===== config.mk =====
export PLATFORM = sky130hd
export DESIGN_NAME = string_compare_engine
export DESIGN_NICKNAME = d
export VERILOG_FILES = /design/src/rtl/string_hw_pkg.sv /design/src/rtl/string_word_cmp.sv /design/src/rtl/string_compare_engine.sv
export SDC_FILE = /design/constraint.sdc
export NUM_CORES = 1
export LEC_CHECK = 0
export BUFFER_PORTS_ARGS = -buffer_cell sky130_fd_sc_hd__buf_2
export CAP_MARGIN = 20
export CORE_MARGIN = 4
export CORE_UTILIZATION = 47
export DETAILED_ROUTE_END_ITERATION = 6
export PLACE_DENSITY_LB_ADDON = 0.25
export SLEW_MARGIN = 20
export SYNTH_ARGS = -nofsm -noshare
export SYNTH_HDL_FRONTEND = slang
export SYNTH_SLANG_ARGS = --single-unit
export TNS_END_PERCENT = 100

===== constraint.sdc =====
create_clock -name clk -period 1.9 [get_ports clk]
set_input_delay 0.38 -clock clk [delete_from_list [all_inputs] [get_ports clk]]
set_output_delay 0.38 -clock clk [all_outputs]
set_load 0.01 [all_outputs]

===== src/rtl/string_hw_pkg.sv =====
// Shared types and constants for the String HW blocks.
// A FIFO word carries four 8-bit characters, char 0 in the most significant byte.
package string_hw_pkg;

    localparam int CHARS_PER_WORD = 4;
    localparam int CHAR_W         = 8;
    localparam logic [7:0] NUL_CHAR = 8'h00;

    typedef enum logic [1:0] {
        S_IDLE = 2'd0,
        S_RUN  = 2'd1,
        S_DONE = 2'd2
    } cmp_state_t;

    // Element 0 maps to bits [31:24], so char order follows FIFO byte order.
    typedef logic [0:3][7:0] str_word_t;

endpackage


===== src/rtl/string_word_cmp.sv =====
// Combinational strcmp step over one word pair.
// Scans chars 0..3 and reports the first mismatch or shared NUL.
module string_word_cmp
    import string_hw_pkg::*;
(
    input  str_word_t   a_word,
    input  str_word_t   b_word,
    output logic        stop,
    output logic        is_mismatch,
    output logic [1:0]  pos,
    output logic        lt
);

    always_comb begin
        stop        = 1'b0;
        is_mismatch = 1'b0;
        pos         = 2'd0;
        lt          = 1'b0;
        for (int i = 0; i < CHARS_PER_WORD; i++) begin
            if (!stop) begin
                // A NUL on only one side lands here and sorts as the lesser char.
                if (a_word[i] != b_word[i]) begin
                    stop        = 1'b1;
                    is_mismatch = 1'b1;
                    pos         = 2'(i);
                    lt          = (a_word[i] < b_word[i]);
                end else if (a_word[i] == NUL_CHAR) begin
                    stop = 1'b1;
                    pos  = 2'(i);
                end
            end
        end
    end

endmodule


===== src/rtl/string_compare_engine.sv =====
// Pops word pairs from queues A and B and compares them strcmp-style.
// Reports equal / less / limit and the byte index where the scan stopped.
//
//  state  | meaning
//  S_IDLE | after reset, waiting for go
//  S_RUN  | busy; compares one word pair per cycle when both queues are valid
//  S_DONE | result valid and held; go starts a new comparison
module string_compare_engine
    import string_hw_pkg::*;
#(
    parameter int DATA_W    = 32,
    parameter int MAX_WORDS = 16,
    parameter int IDX_W     = 6
) (
    input  logic              clk,
    input  logic              reset,
    input  logic              go,
    input  logic              a_valid,
    input  logic [DATA_W-1:0] a_data,
    output logic              a_pop,
    input  logic              b_valid,
    input  logic [DATA_W-1:0] b_data,
    output logic              b_pop,
    output logic              busy,
    output logic              done,
    output logic              equal,
    output logic              a_lt_b,
    output logic              limit_hit,
    output logic [IDX_W-1:0]  stop_index
);

    localparam int WCNT_W = $clog2(MAX_WORDS);

    cmp_state_t        state;
    logic [WCNT_W-1:0] word_cnt;

    str_word_t  a_word;
    str_word_t  b_word;
    logic       cmp_stop;
    logic       cmp_mismatch;
    logic [1:0] cmp_pos;
    logic       cmp_lt;
    logic       fire;
    logic       last_word;

    assign a_word = a_data;
    assign b_word = b_data;

    string_word_cmp u_word_cmp (
        .a_word      (a_word),
        .b_word      (b_word),
        .stop        (cmp_stop),
        .is_mismatch (cmp_mismatch),
        .pos         (cmp_pos),
        .lt          (cmp_lt)
    );

    // Both sides pop together or not at all so the strings never drift apart.
    assign fire      = (state == S_RUN) && a_valid && b_valid;
    assign a_pop     = fire;
    assign b_pop     = fire;
    assign busy      = (state == S_RUN);
    assign done      = (state == S_DONE);
    assign last_word = (word_cnt == WCNT_W'(MAX_WORDS - 1));

    always_ff @(posedge clk or posedge reset) begin
        if (reset) begin
            state      <= S_IDLE;
            word_cnt   <= '0;
            equal      <= 1'b0;
            a_lt_b     <= 1'b0;
            limit_hit  <= 1'b0;
            stop_index <= '0;
        end else begin
            case (state)
                S_IDLE, S_DONE: begin
                    if (go) begin
                        state      <= S_RUN;
                        word_cnt   <= '0;
                        equal      <= 1'b0;
                        a_lt_b     <= 1'b0;
                        limit_hit  <= 1'b0;
                        stop_index <= '0;
                    end
                end
                S_RUN: begin
                    if (fire) begin
                        if (cmp_stop) begin
                            state      <= S_DONE;
                            equal      <= !cmp_mismatch;
                            a_lt_b     <= cmp_mismatch && cmp_lt;
                            stop_index <= IDX_W'({word_cnt, cmp_pos});
                        end else if (last_word) begin
                            state      <= S_DONE;
                            equal      <= 1'b1;
                            limit_hit  <= 1'b1;
                            stop_index <= IDX_W'(CHARS_PER_WORD * MAX_WORDS - 1);
                        end else begin
                            word_cnt <= word_cnt + WCNT_W'(1);
                        end
                    end
                end
                default: state <= S_IDLE;
            endcase
        end
    end

endmodule


Word level (Yosys, flattened, before mapping)
Index checks and enable logic that the tools add are counted.

storage, ports and cells
  register bits = 15
  bits of input ports = 69
  output and inout bits = 13
  logic and storage cells = 101

operators by class
  add/subtract/negate cells = 1
  order comparisons = 4
  equal/unequal tests = 14
  mux-type cells = 60
  reductions and logical operators = 16

operators by type and width
  kind                   number
  $mux W1                34
  $logic_not A8 Y1       4
  $lt A8 B8 Y1           4
  $ne A8 B8 Y1           4
  $mux W2                12
  $mux W6                4
  $mux W4                4
  $pmux W6 S2            1
  $reduce_and A5 Y1      2
  $ne A2 B2 Y1 const B   4
  $pmux W4 S2            1
  $reduce_and A4 Y1      2
  $pmux W1 S2            3
  $add A4 B1 Y4 const B  1
  $eq A4 B4 Y1 const B   1
  $ne A2 B1 Y1 const B   2
  $pmux W2 S2            1
  $logic_and A1 B1 Y1    3
  $ne A3 B1 Y1 const B   1
  $reduce_and A3 Y1      1
  $eq A2 B1 Y1 const B   1
  $eq A2 B2 Y1 const B   1
  $logic_not A2 Y1       1
  $reduce_bool A2 Y1     1
  2 further kinds        2

Logic depth before layout (Yosys ltp)
  word-level depth = 13
  depth in mapped cells = 9
  mapped depth without buffers = 8

Hierarchy
A second synthesis with hierarchy kept.

unflattened totals
  cell total of the unflattened synthesis = 216
  area total of the unflattened synthesis = 1835.5 um^2

by module, submodules not included
  module                 times used  cells an instance  area an instance (um^2)
  string_word_cmp        1           137                998.5
  string_compare_engine  1           79                 837.1

Worst setup path after synthesis
No wires, ideal clock.

  path type = input-to-reg
  from = input b_data[31]
  to = register word_cnt[3]
  setup time = 0.126 ns
  data arrival time = 2.252 ns
  required time = 1.774 ns
  path slack = -0.478 ns
  cell stages on the path = 9
  buffers on the path = 1
  path through = inv_1 -> ha_1 -> nand4_2 -> a211o_1 -> nor4_4 -> and3b_1 -> buf_6 -> a41oi_1 -> a221o_1

between the ends
  word-level cells in the longest chain between the ends = 7

ends and longest elaborated chain
  what                                RTL line                     text
  start, declared                     string_compare_engine.sv:22  input logic [DATA_W-1:0] b_data,
  $ne A8 B8 Y1                        string_word_cmp.sv:22        if (a_word[i] != b_word[i]) begin
  $mux W1                             string_word_cmp.sv:22
  $mux W1 (3 in series)               string_word_cmp.sv:20        if (!stop) begin
  $ne A2 B2 Y1 (no source line)       n/a
  $reduce_and A5 Y1 (no source line)  n/a
  end signal, assigned                string_compare_engine.sv:99  word_cnt <= word_cnt + WCNT_W'(1);
  end, declared                       string_compare_engine.sv:35  logic [WCNT_W-1:0] word_cnt;

No other way between the ends.
A chain may end at the register's enable or synchronous reset.

Worst setup path in the final report
  from = input a_data[22]
  to = register a_lt_b

between the ends
  word-level cells in the longest chain between the ends = 11

ends and longest elaborated chain
  what                                        RTL line                                      text
  start, declared                             string_compare_engine.sv:19                   input logic [DATA_W-1:0] a_data,
  $lt A8 B8 Y1, or another cell as far along  string_word_cmp.sv:26                         lt = (a_word[i] < b_word[i]);
  $mux W1, on equally long branches           string_word_cmp.sv:22, string_word_cmp.sv:27
  $mux W1, on equally long branches           string_word_cmp.sv:20, string_word_cmp.sv:22
  $mux W1, on equally long branches           string_word_cmp.sv:22, string_word_cmp.sv:20
  $mux W1                                     string_word_cmp.sv:20
  $mux W1                                     string_word_cmp.sv:22
  $mux W1                                     string_word_cmp.sv:20
  $logic_and A1 B1 Y1                         string_compare_engine.sv:91                   a_lt_b <= cmp_mismatch && cmp_lt;
  $mux W1                                     string_compare_engine.sv:88                   if (cmp_stop) begin
  $mux W1                                     string_compare_engine.sv:87                   if (fire) begin
  $pmux W1 S2                                 string_compare_engine.sv:75                   case (state)
  end signal, assigned                        string_compare_engine.sv:91
  end, declared                               string_compare_engine.sv:27                   output logic a_lt_b,

Several ways; a longest one is shown, not always the timed one. The select of a mux whose other input is x is not followed.

==> out/qor.csv <==
metric,value,unit
maxCapViolations,0,
synth_area_leaders,"ha_1 24%, dfrtp_1 22%, inv_1 8.6%",
cts_tree,done,
cp_cell_sequence,buf_6 > or4_4 > o211ai_4 > nor4_4 > buf_4 > buf_6 > o21a_1 > o21a_1 > a41o_1,
holdWs,0.107,ns
worst_slack,-0.145,ns
clk_latency,0.30,ns
drive_gt1_share,54.9,%
cp_data_arrival_time,2.24,ns
rsz0062_at_grt,yes,
cts_root_buf,clkbuf_4,
crit_required,2.09,ns
period_share,108,%
tightest_slew,0.547,ns
crit_path_start_kind,input pin,
dpl_worst_slack,-0.575,ns
ys_ff_latch,15,
die_y,68.2,um
hold_buffers,0,
power.density,510,mW/mm2
wl,5720,um
layout.cells.non_filler,370,
initial_core_util,49.9,%
synth_top_area_share,24.2,%
finalSetupViolCount,15,
yosysSeqAreaShare,22.0,%
ant_nets,0,
synthAdderAreaFrac,24.2,%
crit_slowest_cell,or4_4,
overflow,0,
synthTopCellsByCount,"39 x inv_1, 33 x ha_1, 15 x dfrtp_1",
reg2reg_slack,0.06,ns
period_needed,2.05,ns
drtIter0Drc,69,
synth_compound_area_share,24.5,%
num_antenna_cells,0,
final_nets,427,
yosysMostFrequentCell,inv_1,
drc,0,
worstRegToRegCells,6,
cp_slowest_stage_delay,0.55,ns
critPathKind,input pin to flop,
synth_edf_count,0,
violations,negative setup slack,
muxShareOfSynthArea,0,%
antenna_found_initial,0,
grt_start_max_net_pins,16,
vias,2042,
die-area,0.00465,mm2
synth_top_family_by_area,compound AO/OA/AOI/OAI gates,
status,finished with violations,
yosys_most_used_dff,dfrtp_1,
viasPerCell,5.52,
io_pins,82,
p_leak,1.48,nW
relSlewSlack,63.5,%
avgSynthCellArea,8.39,um2
row_count,21,
clock-sinks,15,
max_freq,0.489,GHz
hold_class,input pin to asynchronous set/reset pin,
placement.io_buffers,81,
track_usage,24.2,%
cp_max_fo,3,
synth.distinct_cells,46,
netlist_area,0.00170,mm2
skew,0.00312,ns
cts_buffers,3,
fin_tns_setup,-0.944,ns
wire_per_inst,15.5,um
synth_area_leader_cell,ha_1,
synthesis.nets,305,
drt_pass1_iterations,4,
coreArea,0.00342,mm2
async_flop_share,100,%
finalMaxSlewViolations,0,
numPlacedInstances,359,
ctsHtreeMaxLevel,1,
area_growth,71.5,%
synth-xor-area-share,0,%
finalHoldViolations,0,
irDropWorstVdd,0.436,mV
gp_congestion,0.800,
cts.clk_slew.worst_paths,0.09,ns
ys.warnings.count,0,
crit_path_end_kind,flop,
fp.dieW,68.2,um
hpwlAfterDp,4330,um
syn-instance-count,203,
clock_path_buffers,2,
grt_pass1_vias,2030,
synth_simple_gate_area_share,19.3,%
grt_pass1_wl,8560,um
-- power breakdown --
part           switching [mW]  internal, mW  leakage [nW]
clock network           0.110        0.0821        0.0150
registers              0.0851         0.373         0.201
logic                   0.437         0.403          1.26
total                   0.632         0.858          1.48
-- routing by layer --
| layer | vias up | track usage, % | routed length (um) |
|---|---|---|---|
| met5 | - | 0 | 0 |
| met2 | 91 | 43.4 | 2900 |
| met4 | 0 | 10.9 | 189 |
| met3 | 22 | 4.11 | 388 |
| met1 | 936 | 27.7 | 2250 |
| li1 | 993 | - | - |
-- sequential cells by signal (all words and copies together) (netlist names) --
signal and flops:
limit_hit 1, stop_index 6, word_cnt 4, equal 1
state 2, a_lt_b 1
-- timing repair --
| action | in CTS | in global routing |
|---|---|---|
| endpoints found under the setup margin | 14 | 17 |
| pin swaps | 15 | 14 |
| setup buffers | 3 | 4 |
| resized for setup | 32 | 23 |
-- placed cells by master, fill, tap and decap left out, types with 3 or more instances in the layout --
| cell | count |
|---|---|
| clkbuf_4 | 3 |
| o211ai_1 | 3 |
| inv_2 | 11 |
| nor2b_1 | 5 |
| nor4_1 | 6 |
| o2bb2ai_2 | 6 |
| a21oi_1 | 13 |
| buf_2 | 65 |
| a211o_1 | 6 |
| buf_6 | 16 |
| nand4_1 | 5 |
| dfrtp_1 | 14 |
| o21ai_0 | 5 |
| buf_4 | 38 |
| inv_1 | 24 |
| ha_4 | 18 |
| o21a_1 | 3 |
| inv_4 | 3 |
| nand2_1 | 10 |
| nor2_1 | 10 |
| nor3_1 | 3 |
| ha_1 | 15 |
-- critical path, delay by kind of cell --
family	cells	cell delay (ns)
AO/OA/AOI/OAI	4	0.86
buffers and inverters	3	0.36
AND/OR/NAND/NOR	2	0.63
-- cells by family (layout without fill, tap and decap cells) --
family                   Yosys count  count (layout)
AO/OA/AOI/OAI                     57              57
AND/OR/NAND/NOR                   56              56
buffers and inverters             42             163
adder cells (fa/ha/maj)           33              33
flip-flops                        15              15
-- final timing paths --
kind | start | endpoint
worst max-delay path | a_data[22] | a_lt_b$_DFFE_PP0P_
min in group clk | go | state[0]$_DFFE_PP0P_
max in group asynchronous | reset | state[0]$_DFFE_PP0P_
worst max register to register | word_cnt[0]$_DFFE_PP0P_ | word_cnt[1]$_DFFE_PP0P_
worst min register to register | stop_index[1]$_DFFE_PP0P_ | stop_index[1]$_DFFE_PP0P_
worst min-delay path | reset | stop_index[5]$_DFFE_PP0P_
-- cell type report --
type                    count  area, um2
fillers                   213        493
repair buffers            120        811
flip-flops and latches     15        377
inverters                  39        166
well taps                  46       57.6
multi-input cells         146       1490
clock buffers               4       26.3
-- through the flow --
step	util [%]	cell area (um2)	total power [mW]
floorplan	-	1860	0.857
global placement	74.4	2540	1.14
detailed placement	74.4	2540	1.17
CTS	81.3	2780	1.40
global route	85.6	2920	1.59
finish	85.6	2920	1.49
(Power assumes the default switching activity.)
